$ cat src/rtl/period_meter_pkg.sv
// -----------------------------------------------------------------------------
// period_meter_pkg
// Shared types and default constants for the period meter.
//   pm_state_e         : measurement FSM states (IDLE, ARM, MEASURE)
//   DEFAULT_WIDTH      : default counter / result width
//   DEFAULT_TIMEOUT    : default cycles without a rising edge before Timeout
//   DEFAULT_FILTER_LEN : default glitch-filter length (PERIOD_METER_FILTER_EN)
// -----------------------------------------------------------------------------
package period_meter_pkg;

  typedef enum logic [1:0] {
    IDLE    = 2'd0,
    ARM     = 2'd1,
    MEASURE = 2'd2
  } pm_state_e;

  localparam int unsigned DEFAULT_WIDTH      = 32'd32;
  localparam int unsigned DEFAULT_TIMEOUT    = 32'd50_000_000;
  localparam int unsigned DEFAULT_FILTER_LEN = 32'd4;

endpackage

$ cat src/rtl/period_meter_edge_sync.sv
// -----------------------------------------------------------------------------
// edge_sync
// Brings the asynchronous Sig_In into the Clk_In domain and produces
// single-cycle rise / fall strobes of the synchronized level.
// Optional build macro: PERIOD_METER_FILTER_EN inserts a glitch filter after
// the second synchronizer flop; the filtered level only follows the input
// after FILTER_LEN consecutive cycles at the new value.
// Ports:
//   Clk_In  in   system clock (rising edge)
//   Reset_n in   asynchronous active-low reset
//   Sig_In  in   asynchronous input under measurement
//   rise    out  one-cycle strobe on a 0->1 transition of the level
//   fall    out  one-cycle strobe on a 1->0 transition of the level
// -----------------------------------------------------------------------------
module edge_sync
  import period_meter_pkg::*;
`ifdef PERIOD_METER_FILTER_EN
  #(
    parameter int unsigned FILTER_LEN = DEFAULT_FILTER_LEN
  )
`endif
  (
    input  logic Clk_In,
    input  logic Reset_n,
    input  logic Sig_In,
    output logic rise,
    output logic fall
  );

  logic s1_r;
  logic s2_r;
  logic s3_r;
  logic lvl_s;

  // two-flop synchronizer for the asynchronous input
  always_ff @(posedge Clk_In or negedge Reset_n) begin
    if (!Reset_n) begin
      s1_r <= 1'b0;
      s2_r <= 1'b0;
    end else begin
      s1_r <= Sig_In;
      s2_r <= s1_r;
    end
  end

`ifdef PERIOD_METER_FILTER_EN
  localparam int unsigned FCW = (FILTER_LEN > 32'd1) ? $clog2(FILTER_LEN) : 32'd1;

  logic [FCW-1:0] fcnt_r;
  logic [FCW-1:0] fcnt_s;
  logic           filt_r;
  logic           filt_s;

  // count consecutive cycles the synchronized level disagrees with the
  // filtered level; flip only once the disagreement has lasted FILTER_LEN
  always_comb begin
    fcnt_s = fcnt_r;
    filt_s = filt_r;
    if (s2_r != filt_r) begin
      if (fcnt_r == FCW'(FILTER_LEN - 32'd1)) begin
        filt_s = s2_r;
        fcnt_s = '0;
      end else begin
        fcnt_s = fcnt_r + FCW'(1);
      end
    end else begin
      fcnt_s = '0;
    end
  end

  // glitch-filter state
  always_ff @(posedge Clk_In or negedge Reset_n) begin
    if (!Reset_n) begin
      fcnt_r <= '0;
      filt_r <= 1'b0;
    end else begin
      fcnt_r <= fcnt_s;
      filt_r <= filt_s;
    end
  end

  assign lvl_s = filt_r;
`else
  assign lvl_s = s2_r;
`endif

  // delayed copy of the level for edge detection
  always_ff @(posedge Clk_In or negedge Reset_n) begin
    if (!Reset_n) begin
      s3_r <= 1'b0;
    end else begin
      s3_r <= lvl_s;
    end
  end

  assign rise = lvl_s & ~s3_r;
  assign fall = ~lvl_s & s3_r;

endmodule

$ cat src/rtl/period_meter.sv
// -----------------------------------------------------------------------------
// period_meter
// Measures period (rise to rise) and high time (rise to fall) of a slow
// square wave in Clk_In cycles and reports one result per input period.
// Optional build macro: PERIOD_METER_FILTER_EN (glitch filter in edge_sync,
// length FILTER_LEN; adds FILTER_LEN cycles of latency, values unchanged).
// Ports:
//   Clk_In    in   system clock (rising edge)
//   Reset_n   in   asynchronous active-low reset
//   Enable    in   measurement enable; low holds the block idle
//   Sig_In    in   asynchronous signal under measurement
//   Period    out  WIDTH  cycles between consecutive rising edges
//   High_Time out  WIDTH  cycles from a rising edge to the next falling edge
//   Valid     out  one-cycle pulse when Period / High_Time update
//   Timeout   out  sticky: no rising edge within TIMEOUT cycles
// -----------------------------------------------------------------------------
module period_meter
  import period_meter_pkg::*;
  #(
    parameter int unsigned WIDTH      = DEFAULT_WIDTH,
    parameter int unsigned TIMEOUT    = DEFAULT_TIMEOUT,
    parameter int unsigned FILTER_LEN = DEFAULT_FILTER_LEN
  )
  (
    input  logic             Clk_In,
    input  logic             Reset_n,
    input  logic             Enable,
    input  logic             Sig_In,
    output logic [WIDTH-1:0] Period,
    output logic [WIDTH-1:0] High_Time,
    output logic             Valid,
    output logic             Timeout
  );

  localparam logic [WIDTH-1:0] TIMEOUT_C = WIDTH'(TIMEOUT);

  logic rise_s;
  logic fall_s;

  pm_state_e        state_r;
  pm_state_e        state_s;
  logic [WIDTH-1:0] cnt_r;
  logic [WIDTH-1:0] cnt_s;
  logic [WIDTH-1:0] hi_r;
  logic [WIDTH-1:0] hi_s;
  logic [WIDTH-1:0] period_r;
  logic [WIDTH-1:0] period_s;
  logic [WIDTH-1:0] high_time_r;
  logic [WIDTH-1:0] high_time_s;
  logic             valid_r;
  logic             valid_s;
  logic             timeout_r;
  logic             timeout_s;

`ifdef PERIOD_METER_FILTER_EN
  edge_sync #(
    .FILTER_LEN (FILTER_LEN)
  ) u_edge_sync (
    .Clk_In  (Clk_In),
    .Reset_n (Reset_n),
    .Sig_In  (Sig_In),
    .rise    (rise_s),
    .fall    (fall_s)
  );
`else
  edge_sync u_edge_sync (
    .Clk_In  (Clk_In),
    .Reset_n (Reset_n),
    .Sig_In  (Sig_In),
    .rise    (rise_s),
    .fall    (fall_s)
  );
`endif

  // next-state, counter and result logic
  always_comb begin
    state_s     = state_r;
    cnt_s       = cnt_r;
    hi_s        = hi_r;
    period_s    = period_r;
    high_time_s = high_time_r;
    valid_s     = 1'b0;
    timeout_s   = timeout_r;

    if (!Enable) begin
      // abandon any partial measurement; results are kept
      state_s   = IDLE;
      cnt_s     = '0;
      hi_s      = '0;
      timeout_s = 1'b0;
    end else begin
      case (state_r)
        IDLE: begin
          cnt_s   = '0;
          state_s = ARM;
        end
        ARM: begin
          // first edge only starts the count, no result yet
          if (rise_s) begin
            cnt_s   = WIDTH'(1);
            state_s = MEASURE;
          end else if (cnt_r == TIMEOUT_C) begin
            timeout_s = 1'b1;
            cnt_s     = '0;
          end else begin
            cnt_s = cnt_r + WIDTH'(1);
          end
        end
        MEASURE: begin
          // a rise on the timeout cycle still counts as a measurement
          if (rise_s) begin
            period_s    = cnt_r;
            high_time_s = hi_r;
            valid_s     = 1'b1;
            timeout_s   = 1'b0;
            cnt_s       = WIDTH'(1);
          end else if (cnt_r == TIMEOUT_C) begin
            timeout_s = 1'b1;
            cnt_s     = '0;
            state_s   = ARM;
          end else begin
            cnt_s = cnt_r + WIDTH'(1);
            if (fall_s) begin
              hi_s = cnt_r;
            end else begin
              hi_s = hi_r;
            end
          end
        end
        default: begin
          state_s = IDLE;
          cnt_s   = '0;
        end
      endcase
    end
  end

  // state, counter and result registers
  always_ff @(posedge Clk_In or negedge Reset_n) begin
    if (!Reset_n) begin
      state_r     <= IDLE;
      cnt_r       <= '0;
      hi_r        <= '0;
      period_r    <= '0;
      high_time_r <= '0;
      valid_r     <= 1'b0;
      timeout_r   <= 1'b0;
    end else begin
      state_r     <= state_s;
      cnt_r       <= cnt_s;
      hi_r        <= hi_s;
      period_r    <= period_s;
      high_time_r <= high_time_s;
      valid_r     <= valid_s;
      timeout_r   <= timeout_s;
    end
  end

  assign Period    = period_r;
  assign High_Time = high_time_r;
  assign Valid     = valid_r;
  assign Timeout   = timeout_r;

endmodule

$ cat config.mk
export PLATFORM = sky130hd
export DESIGN_NAME = period_meter
export DESIGN_NICKNAME = d
export VERILOG_FILES = /design/src/rtl/period_meter_pkg.sv /design/src/rtl/period_meter_edge_sync.sv /design/src/rtl/period_meter.sv
export SDC_FILE = /design/constraint.sdc
export NUM_CORES = 1
export LEC_CHECK = 0
export CAP_MARGIN = 20
export CORE_ASPECT_RATIO = 1.2
export CORE_MARGIN = 2
export CORE_UTILIZATION = 50
export DETAILED_ROUTE_END_ITERATION = 8
export PLACE_DENSITY = 0.87
export SYNTH_ARGS = -nofsm -noshare
export SYNTH_HDL_FRONTEND = slang
export SYNTH_SLANG_ARGS = --single-unit
export TNS_END_PERCENT = 50
$ cat constraint.sdc
create_clock -name Clk_In -period 2.2 [get_ports Clk_In]
set_input_delay 0.44 -clock Clk_In [delete_from_list [all_inputs] [get_ports Clk_In]]
set_output_delay 0.44 -clock Clk_In [all_outputs]
set_load 0.05 [all_outputs]
==> results.cfg <==
[outcome]
status = completed

[cts]
numCtsBuffers = 17
htreeDepth = 4
cts_tree = yes
clkTransAtPathRegs_ns = 0.05
cts_sinks = 135
worstSkewPairLatency_ns = 0.42
clk_path_buf_depth = 2
ctsRootBufferMaster = clkbuf_16

[placement]
place_area_um2 = 7050
dp_hpwl_mm = 8.87
routabilityCongestion = 0.915
place.detailed.instances = 738
numPortBuffers = 69

[synthesis]
ys_ff_latch = 135
syn_area_per_cell_um2 = 11.8
ys_warn_count = 0
synthCells = 506
syn_nets = 515
synth_cell_types = 39
yosysSeqAreaShare_pct = 56.6
syn_area_um2 = 5960

[sta]
fmax_ghz = 0.485
clock_skew_ns = 0.00747
fin_crit_sh_pct = 93.7
tns_ns = 0
fin_crit_ns = 2.06
setup_viol = 0
rsz0062_at_grt = false
max_slew.worst_pin.slew_ns = 0.529
slew_headroom_pct = 64.6
drv_slew = 0
finalHoldViolCount = 0

[critical_path]
path_cells = buf_4 -> nand4_1 -> nor4_4 -> nand3_1 -> xor2_1 -> nor2_1
cp-end-kind = flip-flop
path_class = flip-flop to flip-flop
slowest_delay_ns = 0.60
cp.required_ns = 2.50
critPathMaxFanout = 8
worstPathArrival_ns = 2.36
startpoint_type = flip-flop
crit_slowest_cell = nor4_4

[global_routing]
grt_usage_pct = 21.8
grt_pass1_wl_mm = 21.9
antenna_found_initial = 0
grt_overflow = 0
grt_pass1_vias = 4483
grt_max_degree = 57

[drt]
drc = 0
ant_nets = 0
vias_per_cell = 5.47
first_pass_iters = 7
wl_per_cell_um = 17.1
vias = 4225
drt_wl_total_mm = 13.2
drt_iter0_markers = 253

[min_path]
hp-class = flip-flop to flip-flop

[job]
max_cap_violations = 0

[die]
core_um2 = 11600
die-area_um2 = 12800
io_pins = 70
core.rowCount = 43
start_util_pct = 51.3
dieWidth_um = 104
die_y_um = 124

[finish]
drive_gt1_share_pct = 23.4
final_cell_area_um2 = 7700
area_growth_pct = 29.1
fillCellCount = 834
nets = 612
fin_cells = 772
diodes = 0
seq_area_um2 = 3380
multi_input_area_um2 = 2400
post-route-util_pct = 66.3

[power]
finalPower_mw = 6.26
peakVddDrop_uv = 518
p_leak_nw = 3.46
power_density_nw_per_um2 = 813
-- layer usage --
layer	part of all wire (%)	up-vias	wire length [um]	GRT usage, %
met3	5.2	34	694	4.97
li1	-	1922	-	-
met1	43	2090	5640	27.0
met4	2.8	0	367	10.6
met2	49	179	6530	36.8
met5	0	-	0	0
-- metrics by stage --
step | hold slack [ns] | setup slack (ns)
6_report | 0.374 | 0.139
5_1_grt | 0.373 | 0.0185
4_1_cts | 0.370 | 0.0559
3_5_place_dp | 0.358 | 0.0380
3_3_place_gp | 0.335 | 0.138
2_1_floorplan | 0.144 | 0.146
-- cells by family (layout without fill, tap and decap cells) --
kind of cell | after synthesis | count (layout) | synth area share, %
AO/OA/AOI/OAI | 14 | 14 | 1.36
XOR/XNOR | 29 | 29 | 4.26
adder cells (fa/ha/maj) | 5 | 5 | 1.05
buffers and inverters | 41 | 150 | 3.52
flip-flops | 135 | 135 | 56.6
multiplexers | 94 | 94 | 17.1
AND/OR/NAND/NOR | 188 | 188 | 16.1
-- repair_timing --
| action | CTS | global route |
|---|---|---|
| setup buffers | 2 | 0 |
| endpoints found under the hold margin | 49 | 0 |
| pin swaps | 1 | 1 |
| hold buffers | 1 | 0 |
| endpoints found under the setup margin | 6 | 36 |
| gates resized for setup | 0 | 1 |
-- critical path: cells and delay by family (launching register included) --
family | cells | cell delay, ns
xor gates and xnor gates | 1 | 0.23
buffers and inverters | 1 | 0.16
DFF | 1 | 0.36
and+or+nand+nor | 4 | 1.19
-- Yosys cell counts --
library cell	instances	area [um2]
buf_2	7	35.0
o211ai_1	1	7.51
o21ai_0	6	30.0
a21oi_1	4	20.0
dfrtp_1	135	3380
xor2_1	21	184
and3b_1	1	8.76
nor3b_1	1	7.51
or4_1	1	7.51
nand4_2	2	25.0
nor4_4	4	85.1
and3_1	3	18.8
or4b_1	1	10.0
xnor2_1	8	70.1
nand4_1	10	62.6
nor4b_1	1	8.76
nor2_1	39	146
inv_1	8	30.0
a22oi_1	1	7.51
mux2_2	62	698
nor3_2	1	10.0
nand2b_1	1	6.26
nor4_1	3	18.8
clkbuf_1	11	41.3
nor4b_4	1	23.8
nand2_1	85	319
buf_6	6	67.6
nand3_1	20	100
clkbuf_2	2	10.0
a211o_1	1	8.76
and4b_1	1	10.0
ha_1	5	62.6
o31ai_1	1	7.51
nor2b_1	3	18.8
and4_1	2	17.5
mux2i_1	32	320
nor4_2	2	25.0
nor3_1	6	30.0
buf_1	7	26.3
-- flip-flops by register name, indices dropped and copies added (netlist names), 2 cells and up --
signal,flops
Period,32
cnt_r,32
hi_r,32
High_Time,32
state_r,2
-- placed cells by master, fill, tap and decap left out, drive strengths merged, types with 2 or more instances in the layout --
cell type        n
inv              8
nor2            39
nand2           85
and4             2
nor4             9
nor4b            2
xnor2            8
dfrtp          135
bufinv           5
o21ai            6
clkdlybuf4s50   67
clkbuf          21
xor2            21
mux2            62
and3             3
ha               5
a21oi            4
nand4           12
mux2i           32
nor2b            3
nand3           20
buf             43
nor3             7
clkinv           4
-- area by class of cell --
type	instances	area share, %
clock inverters	10	2.31
flip-flops and latches	135	43.9
inverters	8	0.390
multi-input cells	330	31.1
well taps	157	2.55
clock buffers	21	5.72
repair buffers	111	14.0
-- power breakdown --
group | internal, mW | switching, mW
Sequential | 2.53 | 0.0435
Combinational | 0.273 | 0.410
Clock | 1.99 | 1.01
Total | 4.80 | 1.46
-- path summary, 6_finish.rpt --
check | start | to | slack, ns | cells after the start
setup reg to reg | cnt_r[12]$_DFF_PN0_ | cnt_r[28]$_DFF_PN0_ | 0.14 | 6
min in group asynchronous | Reset_n | High_Time[30]$_DFFE_PN0P_ | 0.55 | 2
hold reg to reg | u_edge_sync.s1_r$_DFF_PN0_ | u_edge_sync.lvl_s$_DFF_PN0_ | 0.37 | 0
hold / removal | u_edge_sync.s1_r$_DFF_PN0_ | u_edge_sync.lvl_s$_DFF_PN0_ | 0.37 | 0
setup / recovery | cnt_r[12]$_DFF_PN0_ | cnt_r[28]$_DFF_PN0_ | 0.14 | 6
max in group asynchronous | Reset_n | Period[18]$_DFFE_PN0P_ | 1.04 | 3
(Power assumes the default switching activity.)
